<file path="src/rtl/rbm_gibbs_scheduler.sv">
// rbm_gibbs_scheduler
//   Drives a hidden RBM layer (visible->hidden) and a visible RBM layer
//   (hidden->visible) through k contrastive-divergence Gibbs steps:
//   H, (V, H) x k. Each phase starts with a one-cycle layer reset, then
//   holds data_valid until the layer reports finish, then latches the
//   layer output.
//   Optional feature macro: RBM_SCHED_TIMEOUT_EN adds a per-phase watchdog
//   that aborts a stuck RUN phase and raises the sticky error flag.
//   All outputs are registered and take the value decoded from the next
//   state, so they behave as Moore outputs of the state register.
module rbm_gibbs_scheduler #(
    parameter int visible_dim    = 15,
    parameter int hidden_dim     = 5,
    parameter int step_bits      = 4,
    parameter int timeout_cycles = 1023
) (
    input  logic                   clock,
    input  logic                   reset_n,
    input  logic                   start,
    input  logic [step_bits-1:0]   cfg_steps,
    input  logic [visible_dim-1:0] visible_in,
    output logic                   busy,
    output logic                   done,
    output logic                   error,
    output logic [visible_dim-1:0] visible_out,
    output logic [hidden_dim-1:0]  hidden_out,
    output logic                   lay_rand_reset,
    output logic                   hid_reset,
    output logic                   hid_valid,
    output logic [visible_dim-1:0] hid_input,
    input  logic [hidden_dim-1:0]  hid_output,
    input  logic                   hid_finish,
    output logic                   vis_reset,
    output logic                   vis_valid,
    output logic [hidden_dim-1:0]  vis_input,
    input  logic [visible_dim-1:0] vis_output,
    input  logic                   vis_finish
);

    typedef enum logic [2:0] {
        S_IDLE  = 3'd0,
        S_H_CLR = 3'd1,
        S_H_RUN = 3'd2,
        S_V_CLR = 3'd3,
        S_V_RUN = 3'd4,
        S_DONE  = 3'd5
    } state_t;

    state_t                 state_q, state_d;
    logic [step_bits-1:0]   k_q, k_d;
    logic [step_bits-1:0]   step_cnt_q, step_cnt_d;
    logic [visible_dim-1:0] visible_q, visible_d;
    logic [hidden_dim-1:0]  hidden_q, hidden_d;
    logic                   error_q, error_d;
    logic                   timeout_s;

    logic busy_q, busy_d;
    logic done_q, done_d;
    logic lay_rand_q, lay_rand_d;
    logic hid_reset_q, hid_reset_d;
    logic hid_valid_q, hid_valid_d;
    logic vis_reset_q, vis_reset_d;
    logic vis_valid_q, vis_valid_d;

`ifdef RBM_SCHED_TIMEOUT_EN
    localparam int TIMER_W = $clog2(timeout_cycles + 1);
    localparam logic [TIMER_W-1:0] TIMER_LAST = TIMER_W'(timeout_cycles - 1);

    logic [TIMER_W-1:0] timer_q, timer_d;

    // Phase watchdog: cleared in each CLR state, counts every RUN cycle.
    always_comb begin
        timer_d = timer_q;
        if ((state_q == S_H_CLR) || (state_q == S_V_CLR)) begin
            timer_d = '0;
        end else if ((state_q == S_H_RUN) || (state_q == S_V_RUN)) begin
            timer_d = timer_q + TIMER_W'(1);
        end else begin
            timer_d = timer_q;
        end
    end

    // Phase timer register.
    always_ff @(posedge clock or negedge reset_n) begin
        if (!reset_n) begin
            timer_q <= '0;
        end else begin
            timer_q <= timer_d;
        end
    end

    // The last allowed RUN cycle has elapsed without a finish.
    assign timeout_s = (timer_q == TIMER_LAST);
`else
    assign timeout_s = 1'b0;
`endif

    // Next-state and datapath update: walk H, (V, H) x k and latch layer results.
    always_comb begin
        state_d    = state_q;
        k_d        = k_q;
        step_cnt_d = step_cnt_q;
        visible_d  = visible_q;
        hidden_d   = hidden_q;
        error_d    = error_q;
        case (state_q)
            S_IDLE: begin
                if (start) begin
                    visible_d  = visible_in;
                    k_d        = cfg_steps;
                    step_cnt_d = '0;
                    error_d    = 1'b0;
                    state_d    = S_H_CLR;
                end else begin
                    state_d = S_IDLE;
                end
            end
            S_H_CLR: begin
                state_d = S_H_RUN;
            end
            S_H_RUN: begin
                if (hid_finish) begin
                    hidden_d = hid_output;
                    if (step_cnt_q == k_q) begin
                        state_d = S_DONE;
                    end else begin
                        state_d = S_V_CLR;
                    end
                end else if (timeout_s) begin
                    error_d = 1'b1;
                    state_d = S_DONE;
                end else begin
                    state_d = S_H_RUN;
                end
            end
            S_V_CLR: begin
                state_d = S_V_RUN;
            end
            S_V_RUN: begin
                if (vis_finish) begin
                    visible_d  = vis_output;
                    step_cnt_d = step_cnt_q + step_bits'(1);
                    state_d    = S_H_CLR;
                end else if (timeout_s) begin
                    error_d = 1'b1;
                    state_d = S_DONE;
                end else begin
                    state_d = S_V_RUN;
                end
            end
            S_DONE: begin
                state_d = S_IDLE;
            end
            default: begin
                state_d = S_IDLE;
            end
        endcase
    end

    // Output decode from the next state; the idle layer of the pair stays in reset.
    always_comb begin
        busy_d      = 1'b1;
        done_d      = 1'b0;
        lay_rand_d  = 1'b0;
        hid_reset_d = 1'b1;
        hid_valid_d = 1'b0;
        vis_reset_d = 1'b1;
        vis_valid_d = 1'b0;
        case (state_d)
            S_IDLE: begin
                busy_d     = 1'b0;
                lay_rand_d = 1'b1;
            end
            S_H_CLR: begin
                // Random generators are reseeded only before the first phase of a job.
                lay_rand_d = (step_cnt_d == '0);
            end
            S_H_RUN: begin
                hid_reset_d = 1'b0;
                hid_valid_d = 1'b1;
            end
            S_V_CLR: begin
                vis_reset_d = 1'b1;
            end
            S_V_RUN: begin
                vis_reset_d = 1'b0;
                vis_valid_d = 1'b1;
            end
            S_DONE: begin
                done_d = 1'b1;
            end
            default: begin
                busy_d     = 1'b0;
                lay_rand_d = 1'b1;
            end
        endcase
    end

    // State, configuration, result and output registers.
    always_ff @(posedge clock or negedge reset_n) begin
        if (!reset_n) begin
            state_q     <= S_IDLE;
            k_q         <= '0;
            step_cnt_q  <= '0;
            visible_q   <= '0;
            hidden_q    <= '0;
            error_q     <= 1'b0;
            busy_q      <= 1'b0;
            done_q      <= 1'b0;
            lay_rand_q  <= 1'b1;
            hid_reset_q <= 1'b1;
            hid_valid_q <= 1'b0;
            vis_reset_q <= 1'b1;
            vis_valid_q <= 1'b0;
        end else begin
            state_q     <= state_d;
            k_q         <= k_d;
            step_cnt_q  <= step_cnt_d;
            visible_q   <= visible_d;
            hidden_q    <= hidden_d;
            error_q     <= error_d;
            busy_q      <= busy_d;
            done_q      <= done_d;
            lay_rand_q  <= lay_rand_d;
            hid_reset_q <= hid_reset_d;
            hid_valid_q <= hid_valid_d;
            vis_reset_q <= vis_reset_d;
            vis_valid_q <= vis_valid_d;
        end
    end

    assign busy           = busy_q;
    assign done           = done_q;
    assign error          = error_q;
    assign visible_out    = visible_q;
    assign hidden_out     = hidden_q;
    assign lay_rand_reset = lay_rand_q;
    assign hid_reset      = hid_reset_q;
    assign hid_valid      = hid_valid_q;
    assign hid_input      = visible_q;
    assign vis_reset      = vis_reset_q;
    assign vis_valid      = vis_valid_q;
    assign vis_input      = hidden_q;

endmodule

</file>
<file path="config.mk">
export PLATFORM = sky130hd
export DESIGN_NAME = rbm_gibbs_scheduler
export DESIGN_NICKNAME = d
export VERILOG_FILES = /design/src/rtl/rbm_gibbs_scheduler.sv
export SDC_FILE = /design/constraint.sdc
export NUM_CORES = 1
export LEC_CHECK = 0
export CORE_UTILIZATION = 39
export DETAILED_ROUTE_END_ITERATION = 8
export PLACE_DENSITY = 0.76
export SLEW_MARGIN = 20
export SYNTH_ARGS = -nofsm -noshare
export SYNTH_HDL_FRONTEND = slang
export SYNTH_SLANG_ARGS = --single-unit
</file>
<file path="constraint.sdc">
create_clock -name clock -period 3.7 [get_ports clock]
set_input_delay 0.925 -clock clock [delete_from_list [all_inputs] [get_ports clock]]
set_output_delay 0.925 -clock clock [all_outputs]
set_load 0.005 [all_outputs]
</file>
Yosys cells after proc, flatten, opt, wreduce, memory -nomap -nowiden:

Index checks and enable logic that the tools add are counted.

* flip-flop bits (word level): 38
* bits of input ports: 44

* equality and inequality tests: 12
* $add $sub $neg: 1
* mux-type cells: 18
* reduce and logical (&&, ||, !) cells: 8

Operator list (count)
* 15-bit two-way mux: 2
* 15-bit one-hot mux with 2 select lines: 1
* 3-bit one-hot mux with 5 select lines: 1
* 3-bit by 2-bit equality test with 1-bit output (second input constant): 4
* 3-bit equality test (second input constant): 3
* 3-bit two-way mux: 3
* 4-bit two-way mux: 2
* 4-bit one-hot mux with 2 select lines: 1
* 1-bit two-way mux: 7
* 3-bit by 1-bit equality test with 1-bit output (second input constant): 2
* 5-bit OR reduction: 1
* 4-bit by 1-bit adder with 4-bit output (second input constant): 1
* 4-bit equality test: 1
* 4-bit zero test: 1
* 2-bit inequality test (second input constant): 2
* 2-bit AND reduction: 2
* 4-bit OR reduction: 1
* 3-bit zero test: 1
* 3-bit AND reduction: 1
* 1-bit one-hot mux with 2 select lines: 1
* 2-bit nonzero test: 1

Logic depth before layout (Yosys ltp):

* depth after elaboration: 7
* mapped depth: 6
* mapped depth without buffers: 5

Worst setup path before layout:

Ideal clock, no wire load.

* kind: input port to flip-flop
* start: in start
* end: reg lay_rand_q (netlist: lay_rand_reset)
* arrival time: 1809 ps
* required time: 3603 ps
* cell stages on the path: 4
* path slack: 1794 ps
* path buffers: 0
* path through: nor4b_2 nand2b_1 mux2i_1 o41ai_2

* elaborated cells on any way between the ends: 12
* classes of those cells: eq/ne: 5; mux: 5; reduce/logical: 2

RTL lines
* start, declared: RTL line 19 `input logic start,`
* 4-bit two-way mux: RTL line 108 `if (start) begin`
* 4-bit one-hot mux with 2 select lines: RTL line 106 `case (state_q)`
* named net step_cnt_d[3]: RTL line 51 `logic [step_bits-1:0] step_cnt_q, step_cnt_d;`
* 4-bit zero test: RTL line 176 `lay_rand_d = (step_cnt_d == '0);`
* 1-bit one-hot mux with 2 select lines: RTL line 169 `case (state_d)`
* named net lay_rand_d: RTL line 59 `logic lay_rand_q, lay_rand_d;`
* end signal, assigned: RTL line 224 `lay_rand_q <= lay_rand_d;`
* end, declared: RTL line 59

The timed path passes the listed nets, and every way through them passes these cells.
A chain may end at the register's enable or synchronous reset.

Worst setup path after layout:

* start: in vis_finish
* end: reg visible_q[10] (netlist: hid_input[10])

* cells in the longest elaborated chain, start to end: 2

Ends and longest elaborated chain
* start, declared: RTL line 37 `input logic vis_finish`
* 2-bit inequality test (no line)
* 3-bit AND reduction (no line)
* end signal, assigned: RTL line 219 `visible_q <= visible_d;`
* end, declared: RTL line 52 `logic [visible_dim-1:0] visible_q, visible_d;`

Every way passes these cells.

==> run metrics <==
initial antenna violation count 0; Chip Width slightly above 70 µm; Max Cap Viol 0; setup bufs post-CTS 0; port buffer count 90; number of DRC markers in iteration 0 78; cell count after synthesis 172; drt first pass iters 3; Hold Startpoint hid_input[0]; Seq. cell area around 950 µm²; Post-Syn Area per Cell around 11 µm²; leakage 1.24 nW; Layout fillers between 400 and 500; RSZ-0062 raised after global routing false; Resize count post-CTS 0; worst slew pin tran 1.08 ns; RR Startpoint state_q[2]; later-pin clock latency in the skew report between 0.2 and 0.3 ns; area growth from synthesis to layout 45.2%; Final Cycle Share around 68%; Post-Synthesis Cell Area 0.00188 mm²; PD cells around 740 mW/mm²; Die Y approximately 72 µm; GRT overflow 0; worst hold path depth 2; clk sinks 38; required time of the critical path ~3.8 ns; most frequent cells in the layout clkdlybuf4s50_1 (89), dfrtp_1 (35), nand2_1 (22), o21ai_0 (21), mux2i_1 (17); share of cells above drive strength 1 10.7%; clock root cell clkbuf_8; number of I/O pins 92; post-route DRC violation count 0; drt total wl roughly 4100 µm; CP endpoint kind register; most common cell after layout, fill and taps aside clkdlybuf4s50_1; area occupied by multi-input gates roughly 700 µm²; Num CTS Buffers 5; ant diodes 0; H-tree depth 2; Setup TNS 0 ns; Hold WC Path Type register to register; unique cell type count in the Yosys netlist 30; DR vias/cell between 4 and 5; Antenna Nets Post-Route 0; Core Box Area approximately 0.0045 mm²; Final HPWL DP between 2000 and 3000 µm; row cnt 24; Placer Congestion around 0.76; Final Critical Period 2.52 ns; All-Layer GR Usage about 16%; maximum net fanout on the critical path 32; first-pass GRT wire length ~6300 µm; Reg clk slew, reported paths about 0.070 ns; Fmax about 400 MHz; sequential fraction of the synthesis area about half; Fin. Hold Viols 0; Seq cells post-synth 38; dpl cell area ~0.0026 mm²; drt wl/cell about 14 µm; crit start category primary input; syn nets 217; nets about 290; Layout Cell Area excl Fill roughly 0.0027 mm²; vias in the first global route around 1.4k; hold_buf cts 0; DIE AREA 0.00511 mm²; Initial Util approximately two fifths; TritonCTS clock tree done; Max VDD drop roughly 360 µV; Slew Limit Fails 0; status complete, no violations; endpoints failing setup 0; CP startpoint vis_finish; Max Clock Skew around 0.0036 ns; largest net degree at the start of global routing 39; Max clock buf depth 2; slew margin rel. 28.3%; critical path class primary input to register; yosys warns 0; R2R cell count 4; via count approximately 1.4k; fin util between 60% and 70%; Arr. time, crit path 2.64 ns
## through the flow
step	hold WS (ns)	setup WS (ns)	power (mW)	std cells
floorplan	0.496	1.79	1.31	172
global placement	0.483	0.995	1.74	286
detailed placement	0.495	0.917	1.76	286
CTS	0.511	1.18	2.06	294
global route	0.544	1.02	2.18	294
finish	0.509	1.18	2.04	294
## path summary, 6_finish.rpt
check | end | slack, ns
setup / recovery | hid_input[10] | 1.18
hold / removal | hid_input[0] | 0.51
setup reg to reg | lay_rand_reset | 1.41
hold reg to reg | hid_input[0] | 0.51
max in group asynchronous | hid_input[8] | 2.44
min in group asynchronous | hid_input[3] | 0.73
## cell type report
cell class / count / area share (%)
flip-flops and latches: 38 / 34.9
repair buffers: 90 / 32.7
multi-input cells: 102 / 26.1
clock buffers: 7 / 3.16
inverters: 4 / 0.549
clock inverters: 1 / 0.183
well taps: 52 / 2.38
## state kept, by name, summed over array words and instances, names as in the netlist
signal,cells
state_q,3
hidden_out,5
busy,1
hid_reset,1
step_cnt_q,4
hid_input,15
lay_rand_reset,1
vis_reset,1
hid_valid,1
done,1
vis_valid,1
k_q,4
## cell usage after synthesis (all sizes together)
master  number  area, µm²
a211oi       1       7.51
a21oi        1       5.00
a22o         1       8.76
buf         24        185
clkbuf       4       15.0
conb         1       3.75
dfrtp       35        876
dfstp        3       78.8
ha           1       12.5
inv          4       15.0
mux2        11        124
mux2i       17        170
nand2       22       82.6
nand2b       5       31.3
nand3        1       5.00
nand4        1       6.26
nor2         5       18.8
nor3         2       21.3
nor4b        1       15.0
o21a         1       7.51
o21ai       21        105
o21bai       2       15.0
o22a         1       8.76
o41ai        1       16.3
or2          1       6.26
or3b         1       8.76
xnor2        4       35.0
## routing by layer
metal  GRT usage [%]  vias to the layer above  share of wire [%]
li1                -                      698                  -
met1            18.9                      668                 41
met2            27.8                       49                 51
met3            5.49                        7                6.6
met4            7.84                        0                1.8
met5               0                        -                  0
## logic make-up after synthesis
logic type / after synthesis / synth area share [%]
DFF: 38 / 50.7
adders and majority gates: 1 / 0.664
AOI/OAI and AO/OA: 29 / 9.23
xor gates and xnor gates: 4 / 1.86
and+or+nand+nor: 39 / 10.4
buffers and inverters: 32 / 11.4
muxes: 28 / 15.6
other: 1 / 0.199
## power breakdown
part / switching [mW] / internal, mW
logic: 0.345 / 0.633
registers: 0.159 / 0.609
clock network: 0.141 / 0.150
total: 0.644 / 1.39
## worst max-delay path, cell delays in order
cell             delay [ns]
clkdlybuf4s50_1        0.50
mux2_2                 0.32
nand2_1                0.63
o21ai_0                0.25
(Power assumes the default switching activity.)
==> patch 1, RTL diff (same flow settings) <==
`k_q` no longer has a reset.
--- a/src/rtl/rbm_gibbs_scheduler.sv
+++ b/src/rtl/rbm_gibbs_scheduler.sv
@@ -200,7 +200,6 @@
     always_ff @(posedge clock or negedge reset_n) begin
         if (!reset_n) begin
             state_q     <= S_IDLE;
-            k_q         <= '0;
             step_cnt_q  <= '0;
             visible_q   <= '0;
             hidden_q    <= '0;
@@ -214,7 +213,6 @@
             vis_valid_q <= 1'b0;
         end else begin
             state_q     <= state_d;
-            k_q         <= k_d;
             step_cnt_q  <= step_cnt_d;
             visible_q   <= visible_d;
             hidden_q    <= hidden_d;
@@ -229,6 +227,10 @@
         end
     end
 
+    always_ff @(posedge clock) begin
+        k_q <= k_d;
+    end
+
     assign busy           = busy_q;
     assign done           = done_q;
     assign error          = error_q;
Function: no difference found for any inputs over 10 cycles, from zero or initial values and one cycle with reset_n low; that may be too few to reach the edited logic, so the function may still have changed.
==> patch 1 against the unedited design <==
  * The flow now finishes with violations (DRC)
  * Utilization grew 0.10 points
  * Synthesized cell count is the same
  * Sequential cell count is the same
  * Register-to-register slack gained 0.42 ns
  * Setup slack gained 0.080 ns
  * Total power shrank 4.7%
  * Area after synthesis shrank 0.80%
  * Design area shrank 0.50%
  * Global-route usage grew 0.27 points
  * Die area shrank 0.78%
  * Non-clock buffer count grew 2
  * Wire length shrank 2.4%
  * Critical endpoint unchanged
  * Highest routed layer unchanged
==> patch 1: results (changes against the unedited design) <==
- Status: finished, violations left
- Failing checks: DRC
- Max IR drop VDD: 0.412 mV (+13%)
- Post-synthesis mux area share: 12.2% (-3.4 points)
- Worst Hold Path EP: hid_input[6]$_DFFE_PN0P_
- R2r endpoint: hid_input[10]$_DFFE_PN0P_
- Initial drt markers: 70 (-10%)
- Hold_ws: 0.513 ns (+0.00357 ns)
- FILL cells: 387 (-6.3%)
- FFs w/ async S/R, synth: 89.5% (-11 points)
- DRC viols: 7 (+7)
- Pint: 0.00133 W (-4.8%)
- XOR/XNOR share of the synthesized area: 1.87% (+0.015 points)
- Routed length per instance: 13.5 um (-2.4%)
- Netlist cell types: 39 (+30%)
- Layout cells sized above 1: 9.09% (-1.7 points)
- Post-synthesis adder-cell area fraction: 0.669% (+0.0053 points)
- Vias per cell: 5.00 (+3.4%)
- Vias: 1470 (+3.4%)
- Worst r2r path cells: 4 (unchanged)
- Total GRT Usage: 16.8% (+0.27 points)
- Dpl ws: 0.953 ns (+0.0365 ns)
- Compound-cell area share of the yosys netlist: 9.84% (+0.61 points)
- Final WS setup: 1.26 ns (+0.0800 ns)
- Synthesized area per cell: 10.9 um2 (-0.80%)
- Clk pwr: 0.000267 W (-8.2%)
- Global-route wire length before repair: 6.53 mm (+3.7%)
- Synth cell count leaders: 31 x dfrtp_1, 21 x buf_4, 20 x nand2_1
- P_leak: 1.10 nW (-11%)
- Hold path startpoint: hid_input[6]$_DFFE_PN0P_
- Layout Skew: 0.00309 ns (-0.000519 ns)
- Seq. cell area: 975 um2 (+2.1%)
- DRT Pass-1 Iters: 6 (+3)
- Slew HR: 50.3% (+22 points)
- Psw: 0.000615 W (-4.6%)
- Hpwl dp: 2.89 mm (-2.3%)
- Critical Path AT: 2.60 ns (-0.04 ns)
- Post-synth EDFFs: 4 (+4)
- Flop pwr share: 38.1% (+0.4 points)
- Sequential area share after synthesis: 52.1% (+1.5 points)
- Setup slack, reg-to-reg: 1.83 ns (+0.42 ns)
- Post-placement cell area: 0.00264 mm2 (-0.14%)
- Crit path max fanout: 18 (-44%)
[patch 1: cell types whose count changed after synthesis, sizes merged, moves of 2 or more]
cell and delta:
dfrtp -4, edfxtp +4, nand2 -2, nand2b -3, a21oi +2, xor2 +2, xnor2 -2, mux2 -5
nor3b +2, o21ai -2, o21bai -2
[patch 1: worst max-delay path by stage]
stage / from / to / cells past startpoint
2_1_floorplan: vis_finish / hid_input[0]$_DFFE_PN0P_ / 5
4_1_cts: vis_finish / hid_input[1]$_DFFE_PN0P_ / 5
3_3_place_gp: vis_finish / hid_input[0]$_DFFE_PN0P_ / 5
3_5_place_dp: vis_finish / hid_input[1]$_DFFE_PN0P_ / 5
6_report: vis_finish / hid_input[10]$_DFFE_PN0P_ / 5
5_1_grt: vis_finish / hid_input[0]$_DFFE_PN0P_ / 6
[patch 1: worst max-delay path: stages]
cell and delay, ns:
clkdlybuf4s50_1 0.56, mux2_2 0.33, nand2_1 0.38, buf_4 0.28
o21ai_0 0.11
[patch 1: cell families (layout without fill, tap and decap cells)]
group	Yosys count	after routing
compound gates	30	30
xor+xnor	4	4
fa+ha+maj	1	1
buf+inv	35	105
flops	38	38
mux	22	22
other cells	1	1
simple gates	41	41
[patch 1: routing by layer]
metal  global-route usage, %  vias up  part of all wire [%]
met5                       0        -                     0
met4                    9.33        0                   2.0
met3                    4.50        7                   9.4
met2                    26.9       78                    47
met1                    20.6      675                    41
li1                        -      710                     -
[patch 1: layout make-up]
type	count	share of cell area, %
multi-input cells	99	24.7
repair buffers	92	33.5
clock inverters	2	0.322
well taps	52	2.39
flip-flops and latches	38	35.8
inverters	5	0.689
clock buffers	6	2.67
==> patch 2, RTL diff (same settings) <==
Without the edit above. Set the parameter `hidden_dim` to 6 (it was 5).
--- a/src/rtl/rbm_gibbs_scheduler.sv
+++ b/src/rtl/rbm_gibbs_scheduler.sv
@@ -10,7 +10,7 @@
 //   state, so they behave as Moore outputs of the state register.
 module rbm_gibbs_scheduler #(
     parameter int visible_dim    = 15,
-    parameter int hidden_dim     = 5,
+    parameter int hidden_dim     = 6,
     parameter int step_bits      = 4,
     parameter int timeout_cycles = 1023
 ) (
Interface: changed (resized hid_output, hidden_out and vis_input); port bits go from 92 to 95. The function was not compared with the original's and may differ.
==> patch 2 against the unedited design <==
  * Wire length fell by 7.8%
  * Design area rose by 3.5%
  * Sequential cell count rose by 1
  * Clock power rose by 23%
  * Sequential share of layout area fell by 0.29 points
  * Total power rose by 5.1%
  * Cell count rose by 7.1%
  * Setup slack improved by 0.21 ns
  * Area after synthesis rose by 1.5%
  * Critical path type unchanged
  * Largest power group unchanged
  * Highest routed layer unchanged
==> patch 2: results (changes against the unedited design) <==
- Status: finished clean
- Post-Synthesis Cells: 176 (+2.3%)
- P_leak: 1.18 nW (-4.4%)
- Worst r2r path cells: 3 (-1)
- Vias in the first global route: 1369 (-0.29%)
- Crit path max fanout: 31 (-3.1%)
- Post-placement cell area: 0.00271 mm2 (+2.6%)
- Global-route wire length before repair: 6.29 mm (-0.11%)
- Synth cell count leaders: 36 x dfrtp_1, 22 x buf_4, 20 x nand2_1
- Final Power: 0.00214 W (+5.1%)
- Layout cells sized above 1: 9.27% (-1.5 points)
- Critical-path top delay cell: a21o_1
- Nets: 293 (+2.4%)
- Worst Hold Path EP: hid_input[4]$_DFFE_PN0P_
- Resize count post-CTS: 0 (unchanged)
- Largest net degree at the start of global routing: 40 (+2.6%)
- Worst Max-Slew Pin Slew: 0.827 ns (-0.249 ns)
- Drt total wl: 3.75 mm (-7.8%)
- Dpl ws: 1.03 ns (+0.115 ns)
- Syn nets: 222 (+2.3%)
- Total CTS buffers: 5 (unchanged)
- Vias per cell: 4.57 (-5.4%)
- Hold_ws: 0.520 ns (+0.0102 ns)
- Met3 global-route usage: 5.56% (+0.070 points)
- Final Non-Filler Cells: 315 (+7.1%)
- Hold path startpoint: hid_input[4]$_DFFE_PN0P_
- Hpwl dp: 2.77 mm (-6.3%)
- Critical Path AT: 2.44 ns (-0.20 ns)
- Max IR drop VDD: 0.312 mV (-14%)
- Netlist cell types: 33 (+10%)
- Met2 usage in global routing: 25.8% (-2.0 points)
- Clock root buffer: clkbuf_8
- Pint: 0.00148 W (+6.4%)
- GPL Wtd Cong: 0.783 (+3.0%)
- CP delay by family, top: compound AO/OA/AOI/OAI gates
- DRT Pass-1 Iters: 6 (+3)
- Sequential area share after synthesis: 51.2% (+0.58 points)
- DP Cell Count: 307 (+7.3%)
- Total GRT Usage: 15.8% (-0.69 points)
- Synth area leaders: dfrtp_1 47%, buf_4 8.6%, mux2i_1 7.9%
- Layout Skew: 0.00923 ns (+0.00562 ns)
- FF-to-FF Start: state_q[0]$_DFF_PN0_
- Initial drt markers: 79 (+1.3%)
- Setup slack, reg-to-reg: 1.78 ns (+0.37 ns)
- Met1 Use GR: 19.6% (+0.66 points)
- IO buf count: 93 (+3.3%)
[patch 2: cell count changes in the layout (fill, tap and decap cells not counted), moves of 3 or more]
cell / change
a21oi_1: +5
a21o_1: +3
nor2_1: -3
clkdlybuf4s50_1: +3
nor3_1: +3
nand2b_1: -3
[patch 2: tightest hold or removal path: cells and delay by family (launching register included)]
kind,cells,cell delay [ns]
flops,1,0.37
simple gates,1,0.05
compound gates,1,0.06
[patch 2: cells by family after synthesis]
group                    Yosys count  share of synthesized area (%)
AO/OA/AOI/OAI                     34                           10.2
XOR/XNOR                           5                           2.29
adder cells (fa/ha/maj)            1                          0.654
buffers and inverters             34                           11.8
flip-flops                        39                           51.2
multiplexers                      25                           13.7
other                              1                          0.196
AND/OR/NAND/NOR                   37                           9.82
[patch 2: how the worst max path moves through the flow]
stage               cells after the start                   endpoint  slack [ns]  startpoint
floorplan                               3  hidden_out[0]$_DFFE_PN0P_        1.92  hid_finish
global placement                        4  hid_input[12]$_DFFE_PN0P_        1.16  vis_finish
detailed placement                      4   hid_input[5]$_DFFE_PN0P_        1.03  vis_finish
CTS                                     4   hid_input[5]$_DFFE_PN0P_        1.34  vis_finish
global route                            4   hid_input[5]$_DFFE_PN0P_        1.21       start
finish                                  4   hid_input[5]$_DFFE_PN0P_        1.39  vis_finish
[patch 2: area by class of cell]
| class | count | area [um2] |
|---|---|---|
| clock buffers | 6 | 82.6 |
| fillers | 421 | 1890 |
| multi-input cells | 103 | 706 |
| flip-flops and latches | 39 | 980 |
| well taps | 67 | 83.8 |
| repair buffers | 93 | 926 |
| inverters | 5 | 18.8 |
| clock inverters | 2 | 35.0 |
[patch 2: routing by layer]
metal  wire length [um]  part of all wire [%]
met5                  0                     0
met4                 32                  0.85
met3                261                   7.0
met2               1810                    48
met1               1640                    44
